### src/rtl/wb_pkg.sv
// Shared types and helpers for the Wishbone register-file slave.
package wb_pkg;

  typedef enum logic [1:0] {
    StIdle,
    StWait,
    StResp
  } wb_state_e;

  // Response encoding for the single RESP cycle.
  localparam logic [1:0] RspNone = 2'd0;
  localparam logic [1:0] RspAck  = 2'd1;
  localparam logic [1:0] RspErr  = 2'd2;

  function automatic int unsigned sel_w(input int unsigned dw);
    return dw / 8;
  endfunction

  function automatic int unsigned addr_lsb(input int unsigned dw);
    return $clog2(dw / 8);
  endfunction

endpackage

### src/rtl/wb_regfile_slave_if.sv
// Wishbone classic-cycle bus bundle between a master and the register-file slave.
interface wb_regfile_slave_if #(
  parameter int unsigned DW = 32
);

  logic              cyc;
  logic              stb;
  logic              we;
  logic [DW/8-1:0]   sel;
  logic [31:0]       adr;
  logic [DW-1:0]     dat_w;
  logic [DW-1:0]     dat_r;
  logic              ack;
  logic              err;

  modport master (
    output cyc, stb, we, sel, adr, dat_w,
    input  dat_r, ack, err
  );

  modport slave (
    input  cyc, stb, we, sel, adr, dat_w,
    output dat_r, ack, err
  );

endinterface

### src/rtl/wb_addr_decode.sv
// Combinational address decode: register index, range hit, read-only hit and error request.
module wb_addr_decode
  import wb_pkg::*;
#(
  parameter int unsigned DW        = 32,
  parameter int unsigned NREGS     = 16,
  parameter logic [31:0] BASE_ADDR = 32'h3000_0000,
  parameter logic [NREGS-1:0] RO_MASK = '0,
  localparam int unsigned IW       = $clog2(NREGS),
  localparam int unsigned SEL_W    = sel_w(DW)
) (
  input  logic [31:0]      adr,
  input  logic             we,
  input  logic [SEL_W-1:0] sel,
  output logic [IW-1:0]    idx,
  output logic             hit,
  output logic             ro_hit,
  output logic             err_req
);

  localparam int unsigned ADDR_LSB = addr_lsb(DW);
  localparam logic [31:0] SPAN     = 32'(NREGS * SEL_W);

  logic [31:0] offset;
  logic [31:0] word;

  always_comb begin
    // Addresses below the base wrap to a large offset and fall out of range.
    offset  = adr - BASE_ADDR;
    word    = offset >> ADDR_LSB;
    idx     = word[IW-1:0];
    hit     = (offset < SPAN) && ((offset % 32'(SEL_W)) == 32'd0);
    ro_hit  = hit && RO_MASK[idx];
    err_req = !hit || (we && (ro_hit || (sel == '0)));
  end

endmodule

### src/rtl/wb_regfile_slave.sv
// Wishbone classic slave exposing a bank of byte-writable registers with RO status slots.
module wb_regfile_slave
  import wb_pkg::*;
#(
  parameter int unsigned DW          = 32,
  parameter int unsigned NREGS       = 16,
  parameter logic [31:0] BASE_ADDR   = 32'h3000_0000,
  parameter logic [NREGS-1:0] RO_MASK = '0,
  parameter int unsigned WAIT_CYCLES = 0
) (
  input  logic                wb_clk_i,
  input  logic                wb_rst_i,
  wb_regfile_slave_if.slave   wbs,
  input  logic [NREGS*DW-1:0] ro_d_i,
  output logic [NREGS*DW-1:0] reg_q_o,
  output logic [NREGS-1:0]    wr_strobe_o
);

  localparam int unsigned SEL_W = sel_w(DW);
  localparam int unsigned IW    = $clog2(NREGS);

  wb_state_e        state_q, state_d;
  logic [3:0]       cnt_q, cnt_d;
  logic [31:0]      adr_q, adr_d;
  logic             we_q, we_d;
  logic [SEL_W-1:0] sel_q, sel_d;
  logic [DW-1:0]    dat_q, dat_d;

  logic [DW-1:0]    regs_q [NREGS];
  logic [DW-1:0]    ro_arr [NREGS];

  logic [IW-1:0]    idx;
  logic             hit;
  logic             ro_hit;
  logic             err_req;
  logic [1:0]       rsp;
  logic             wr_en;

  // Decode runs on the latched request so it is stable through WAIT and RESP.
  wb_addr_decode #(
    .DW        (DW),
    .NREGS     (NREGS),
    .BASE_ADDR (BASE_ADDR),
    .RO_MASK   (RO_MASK)
  ) u_decode (
    .adr     (adr_q),
    .we      (we_q),
    .sel     (sel_q),
    .idx     (idx),
    .hit     (hit),
    .ro_hit  (ro_hit),
    .err_req (err_req)
  );

  always_comb begin
    state_d = state_q;
    cnt_d   = cnt_q;
    adr_d   = adr_q;
    we_d    = we_q;
    sel_d   = sel_q;
    dat_d   = dat_q;
    unique case (state_q)
      StIdle: begin
        if (wbs.cyc && wbs.stb) begin
          adr_d = wbs.adr;
          we_d  = wbs.we;
          sel_d = wbs.sel;
          dat_d = wbs.dat_w;
          if (WAIT_CYCLES > 0) begin
            state_d = StWait;
            cnt_d   = 4'(WAIT_CYCLES) - 4'd1;
          end else begin
            state_d = StResp;
          end
        end
      end
      StWait: begin
        if (!wbs.cyc) begin
          state_d = StIdle;
        end else if (cnt_q == 4'd0) begin
          state_d = StResp;
        end else begin
          cnt_d = cnt_q - 4'd1;
        end
      end
      StResp: state_d = StIdle;
      default: state_d = StIdle;
    endcase
  end

  always_ff @(posedge wb_clk_i or posedge wb_rst_i) begin
    if (wb_rst_i) begin
      state_q <= StIdle;
      cnt_q   <= '0;
      adr_q   <= '0;
      we_q    <= 1'b0;
      sel_q   <= '0;
      dat_q   <= '0;
    end else begin
      state_q <= state_d;
      cnt_q   <= cnt_d;
      adr_q   <= adr_d;
      we_q    <= we_d;
      sel_q   <= sel_d;
      dat_q   <= dat_d;
    end
  end

  assign wr_en = (state_q == StResp) && we_q && !err_req;

  always_ff @(posedge wb_clk_i or posedge wb_rst_i) begin
    if (wb_rst_i) begin
      for (int i = 0; i < NREGS; i++) begin
        regs_q[i] <= '0;
      end
    end else if (wr_en) begin
      for (int b = 0; b < SEL_W; b++) begin
        if (sel_q[b]) begin
          regs_q[idx][8*b +: 8] <= dat_q[8*b +: 8];
        end
      end
    end
  end

  for (genvar i = 0; i < NREGS; i++) begin : g_slots
    assign ro_arr[i]             = ro_d_i[i*DW +: DW];
    assign reg_q_o[i*DW +: DW]   = RO_MASK[i] ? '0 : regs_q[i];
  end

  always_comb begin
    rsp = RspNone;
    if (state_q == StResp) begin
      rsp = err_req ? RspErr : RspAck;
    end
  end

  always_comb begin
    wbs.ack     = (rsp == RspAck);
    wbs.err     = (rsp == RspErr);
    wbs.dat_r   = '0;
    wr_strobe_o = '0;
    if ((rsp == RspAck) && !we_q && hit) begin
      wbs.dat_r = ro_hit ? ro_arr[idx] : regs_q[idx];
    end
    if (wr_en) begin
      wr_strobe_o[idx] = 1'b1;
    end
  end

endmodule

### src/flat_wrapper.sv
// flat-port wrapper written by rule: the top's interface ports become plain ports
module wb_regfile_slave_flat import wb_pkg::*;
#(
  parameter int unsigned DW          = 32,
  parameter int unsigned NREGS       = 16,
  parameter logic [31:0] BASE_ADDR   = 32'h3000_0000,
  parameter logic [NREGS-1:0] RO_MASK = '0,
  parameter int unsigned WAIT_CYCLES = 0
)
  (wb_clk_i, wb_rst_i, ro_d_i, reg_q_o, wr_strobe_o, wbs_cyc, wbs_stb, wbs_we, wbs_sel, wbs_adr, wbs_dat_w, wbs_dat_r, wbs_ack, wbs_err);
  wb_regfile_slave_if #(.DW(DW)) wbs_i ();
  input  logic wb_clk_i;
  input  logic wb_rst_i;
  input  logic [NREGS*DW-1:0] ro_d_i;
  output logic [NREGS*DW-1:0] reg_q_o;
  output logic [NREGS-1:0] wr_strobe_o;
  input wire logic [$bits(wbs_i.cyc)-1:0] wbs_cyc;
  input wire logic [$bits(wbs_i.stb)-1:0] wbs_stb;
  input wire logic [$bits(wbs_i.we)-1:0] wbs_we;
  input wire logic [$bits(wbs_i.sel)-1:0] wbs_sel;
  input wire logic [$bits(wbs_i.adr)-1:0] wbs_adr;
  input wire logic [$bits(wbs_i.dat_w)-1:0] wbs_dat_w;
  output wire logic [$bits(wbs_i.dat_r)-1:0] wbs_dat_r;
  output wire logic [$bits(wbs_i.ack)-1:0] wbs_ack;
  output wire logic [$bits(wbs_i.err)-1:0] wbs_err;
  assign wbs_i.cyc = wbs_cyc;
  assign wbs_i.stb = wbs_stb;
  assign wbs_i.we = wbs_we;
  assign wbs_i.sel = wbs_sel;
  assign wbs_i.adr = wbs_adr;
  assign wbs_i.dat_w = wbs_dat_w;
  assign wbs_dat_r = wbs_i.dat_r;
  assign wbs_ack = wbs_i.ack;
  assign wbs_err = wbs_i.err;
  wb_regfile_slave #(.DW(DW), .NREGS(NREGS), .BASE_ADDR(BASE_ADDR), .RO_MASK(RO_MASK), .WAIT_CYCLES(WAIT_CYCLES)) u_core (.wb_clk_i(wb_clk_i), .wb_rst_i(wb_rst_i), .wbs(wbs_i), .ro_d_i(ro_d_i), .reg_q_o(reg_q_o), .wr_strobe_o(wr_strobe_o));
endmodule
### config.mk
export PLATFORM = sky130hd
export DESIGN_NAME = wb_regfile_slave_flat
export DESIGN_NICKNAME = d
export VERILOG_FILES = /design/src/rtl/wb_pkg.sv /design/src/rtl/wb_regfile_slave_if.sv /design/src/rtl/wb_addr_decode.sv /design/src/rtl/wb_regfile_slave.sv /design/src/flat_wrapper.sv
export SDC_FILE = /design/constraint.sdc
export NUM_CORES = 1
export LEC_CHECK = 0
export ABC_AREA = 1
export BUFFER_PORTS_ARGS = -buffer_cell sky130_fd_sc_hd__buf_4
export CORE_AREA = 2 2 444 446
export CTS_BUF_LIST = sky130_fd_sc_hd__clkbuf_8
export CTS_CLUSTER_DIAMETER = 30
export CTS_CLUSTER_SIZE = 25
export DETAILED_ROUTE_END_ITERATION = 8
export DIE_AREA = 0 0 446 448
export MAX_ROUTING_LAYER = met4
export PLACE_DENSITY = 0.33
export SYNTH_ARGS = -nofsm -noshare
export SYNTH_HDL_FRONTEND = slang
export SYNTH_SLANG_ARGS = --single-unit
### constraint.sdc
create_clock -name wb_clk_i -period 57.7 [get_ports wb_clk_i]
set_input_delay 11.54 -clock wb_clk_i [delete_from_list [all_inputs] [get_ports wb_clk_i]]
set_output_delay 11.54 -clock wb_clk_i [all_outputs]
set_load 0.03 [all_outputs]
==> results.toml <==
[outcome]
status = "finished with violations"
violations = "design-rule violations"

[setup_path]
start_kind = "flop"
required_ns = 46.16
end_kind = "primary output"
ff2ff_setup_slack_ns = 53.25
crit_path_frequent_cell = "buf_4"
worstReg2RegStart = "u_core.adr_q[2]"
cp_top_family = "simple AND/OR/NAND/NOR gates"
critPathMaxStageDelay_ns = 0.99
worstPathCellList = "nor2_1 > nand4_1 > nand3_1 > nor3_4 > buf_4 > nand2_2 > buf_4 > nor2_1 > buf_4"
crit_buf_inv = 3
r2r_cells = 10
timing.rr.end = "u_core.reg_q_o[173]"
cp_data_arrival_time_ns = 5.38
critPathKind = "flop to primary output"
cp_max_fo = 68
crit_slowest_cell = "dfrtp_4"

[synthesis]
netlist_area_um2 = 26400
syn_area_per_cell_um2 = 8.14
syn-num-nets = 3832
syn_inst = 3247
synth.yosys.seq_area_share_pct = 55.1
synth_cell_types = 22
ys_warn_count = 0
ys_ff_latch = 582

[clocking]
clock_latency_ns = 1.00
htree_levels = 4
cts-root-buf = "clkbuf_8"
cts_hold_buf = 0
clkTransAtPathRegs_ns = 0.05
cts_made_buffers = 202
clock-sinks = 582
ctsResizeCount = 0
tritoncts = "yes"
cts_buffer_depth = 3
cts_setup_buffers = 0

[final_layout]
post-route-util_pct = 19.7
fin_nets = 4457
final_cell_mix = "nand2_1, buf_4, dfrtp_1"
final_common_cell = "nand2_1"
syn_to_final_growth_pct = 44.9
drive_gt1_share_pct = 26.3
layoutNonFillerInstCount = 6600

[floorplan]
rows = 162
core_um2 = 195000
pin_count = 1147
die_x_um = 446
dieArea_um2 = 200000
initial_core_util_pct = 13.6
die_h_um = 448

[timing]
min_period_ns = 16.92
relSlewSlack_pct = 18.2
timing.final.crit_share_pct = 29.3
tns_ns = 0
fin_skew_ns = 0.0668
setup_violations = 0
worst_pin_slew_ns = 1.23
hold_viol_final = 0
fmax_ghz = 0.0591
slew_violations = 0
rsz0062_at_grt = "false"

[placement]
io_buffers = 634
dpl.cell_count = 6210
routabilityCongestion = 0.789
dpl.hpwl_um = 126000

[pwr]
leakage_nw = 19.9
powerDensity_nw_per_um2 = 34.0
vdd_ir_drop_max_v = 0.0000161

[grt]
grt_usage_pct = 18.4
grt-ovfl-total = 0
grt_pass1_wl_um = 247000
antenna_found_initial = 27
grt_start_max_net_pins = 101
grt_pass1_vias = 27818

[routing]
via_per_inst = 4.18
route.detailed.wl_per_inst_um = 27.9
drtPass1Iterations = 8
num_vias = 27608
drt_iter0_drc = 2318
post-route-drc-count = 8
wirelength_um = 184000
ant_nets = 0

[min_path]
hold_path_class = "flop to flop"
min_from = "u_core.adr_q[11]"
hold_end = "u_core.adr_q[11]"
holdPathStages = 2

[flow_run]
cap_violations = 0
==> cells in the mapped netlist, drive strengths merged <==
cell    count  area (um2)
nor2      108         490
inv        42         158
buf       105         492
a21oi       1        5.00
nand4      81         513
a31oi       1        6.26
o21ai     135         676
o22ai     248        1550
nor3        1        10.0
nand2    1249        4690
nand3     518        2590
clkbuf    168         631
a22oi       8        60.1
dfrtp     582       14600
==> worst reg2reg max path, cell delays in order (launching register included) <==
cell	delay, ns
dfrtp_1	0.43
inv_2	0.06
nor2_1	0.55
inv_6	0.41
buf_4	0.55
nor2_1	0.97
inv_1	0.24
nor2_4	0.19
buf_4	0.61
nand3_1	0.22
nand2_1	0.11
==> report_power, final <==
part / switching [W] / internal [W] / leakage (nW)
registers: 0.0000385 / 0.000417 / 8.02
logic: 0.000112 / 0.0000335 / 9.39
clock network: 0.000274 / 0.000428 / 2.51
==> cell families (layout without fill, tap and decap cells) <==
logic type	Yosys count	count (layout)	synth area share, %
compound gates	393	393	8.69
buf+inv	315	1108	4.84
flops	582	582	55.1
simple gates	1957	1957	31.4
other cells	0	18	0
==> registers in the layout, indices dropped and copies added, names as in the netlist <==
signal          cells
u_core.sel_q        4
u_core.we_q         1
u_core.reg_q_o    512
u_core.state_q      1
u_core.adr_q       32
u_core.dat_q       32
==> through the flow <==
| stage | total power, W | hold WS (ns) | setup WS (ns) | cell area [um2] |
|---|---|---|---|---|
| floorplan | 0.000525 | 0.449 | 29.88 | 26400 |
| global placement | 0.000611 | 0.464 | 41.48 | 33900 |
| detailed placement | 0.000610 | 0.466 | 41.48 | 33900 |
| CTS | 0.00133 | 0.480 | 40.37 | 38200 |
| global route | 0.00136 | 0.488 | 40.41 | 38300 |
| finish | 0.00130 | 0.475 | 40.78 | 38300 |
==> per-layer routing <==
| layer | vias up | wire [um] | global-route usage (%) |
|---|---|---|---|
| met5 | - | 0 | - |
| met4 | 0 | 5570 | 5.91 |
| met3 | 254 | 11800 | 4.37 |
| met2 | 1151 | 89000 | 29.9 |
| met1 | 13881 | 77800 | 22.6 |
| li1 | 12322 | - | - |
==> how the worst max path moves through the flow <==
stage,slack [ns],start,end,cells after the start
6_report,40.78,u_core.sel_q[0],wbs_dat_r[16],9
5_1_grt,40.41,u_core.sel_q[0],wbs_dat_r[16],9
4_1_cts,40.37,u_core.sel_q[0],wbs_dat_r[16],9
3_5_place_dp,41.48,u_core.sel_q[0],wbs_dat_r[16],9
3_3_place_gp,41.48,u_core.sel_q[0],wbs_dat_r[16],9
2_1_floorplan,29.88,wb_rst_i,u_core.adr_q[0],1
==> layout make-up <==
cell class                      count  area [um2]
Fill cell                       21842      156000
Sequential cell                   582       14600
Multi-Input combinational cell   2350       10700
Timing Repair Buffer              694        5220
Clock buffer                      259        3560
Tap cell                         2542        3180
Clock inverter                    113         835
Inverter                           42         180
Antenna cell                       18        45.0
No activity file was read; power rests on OpenSTA's default activity.
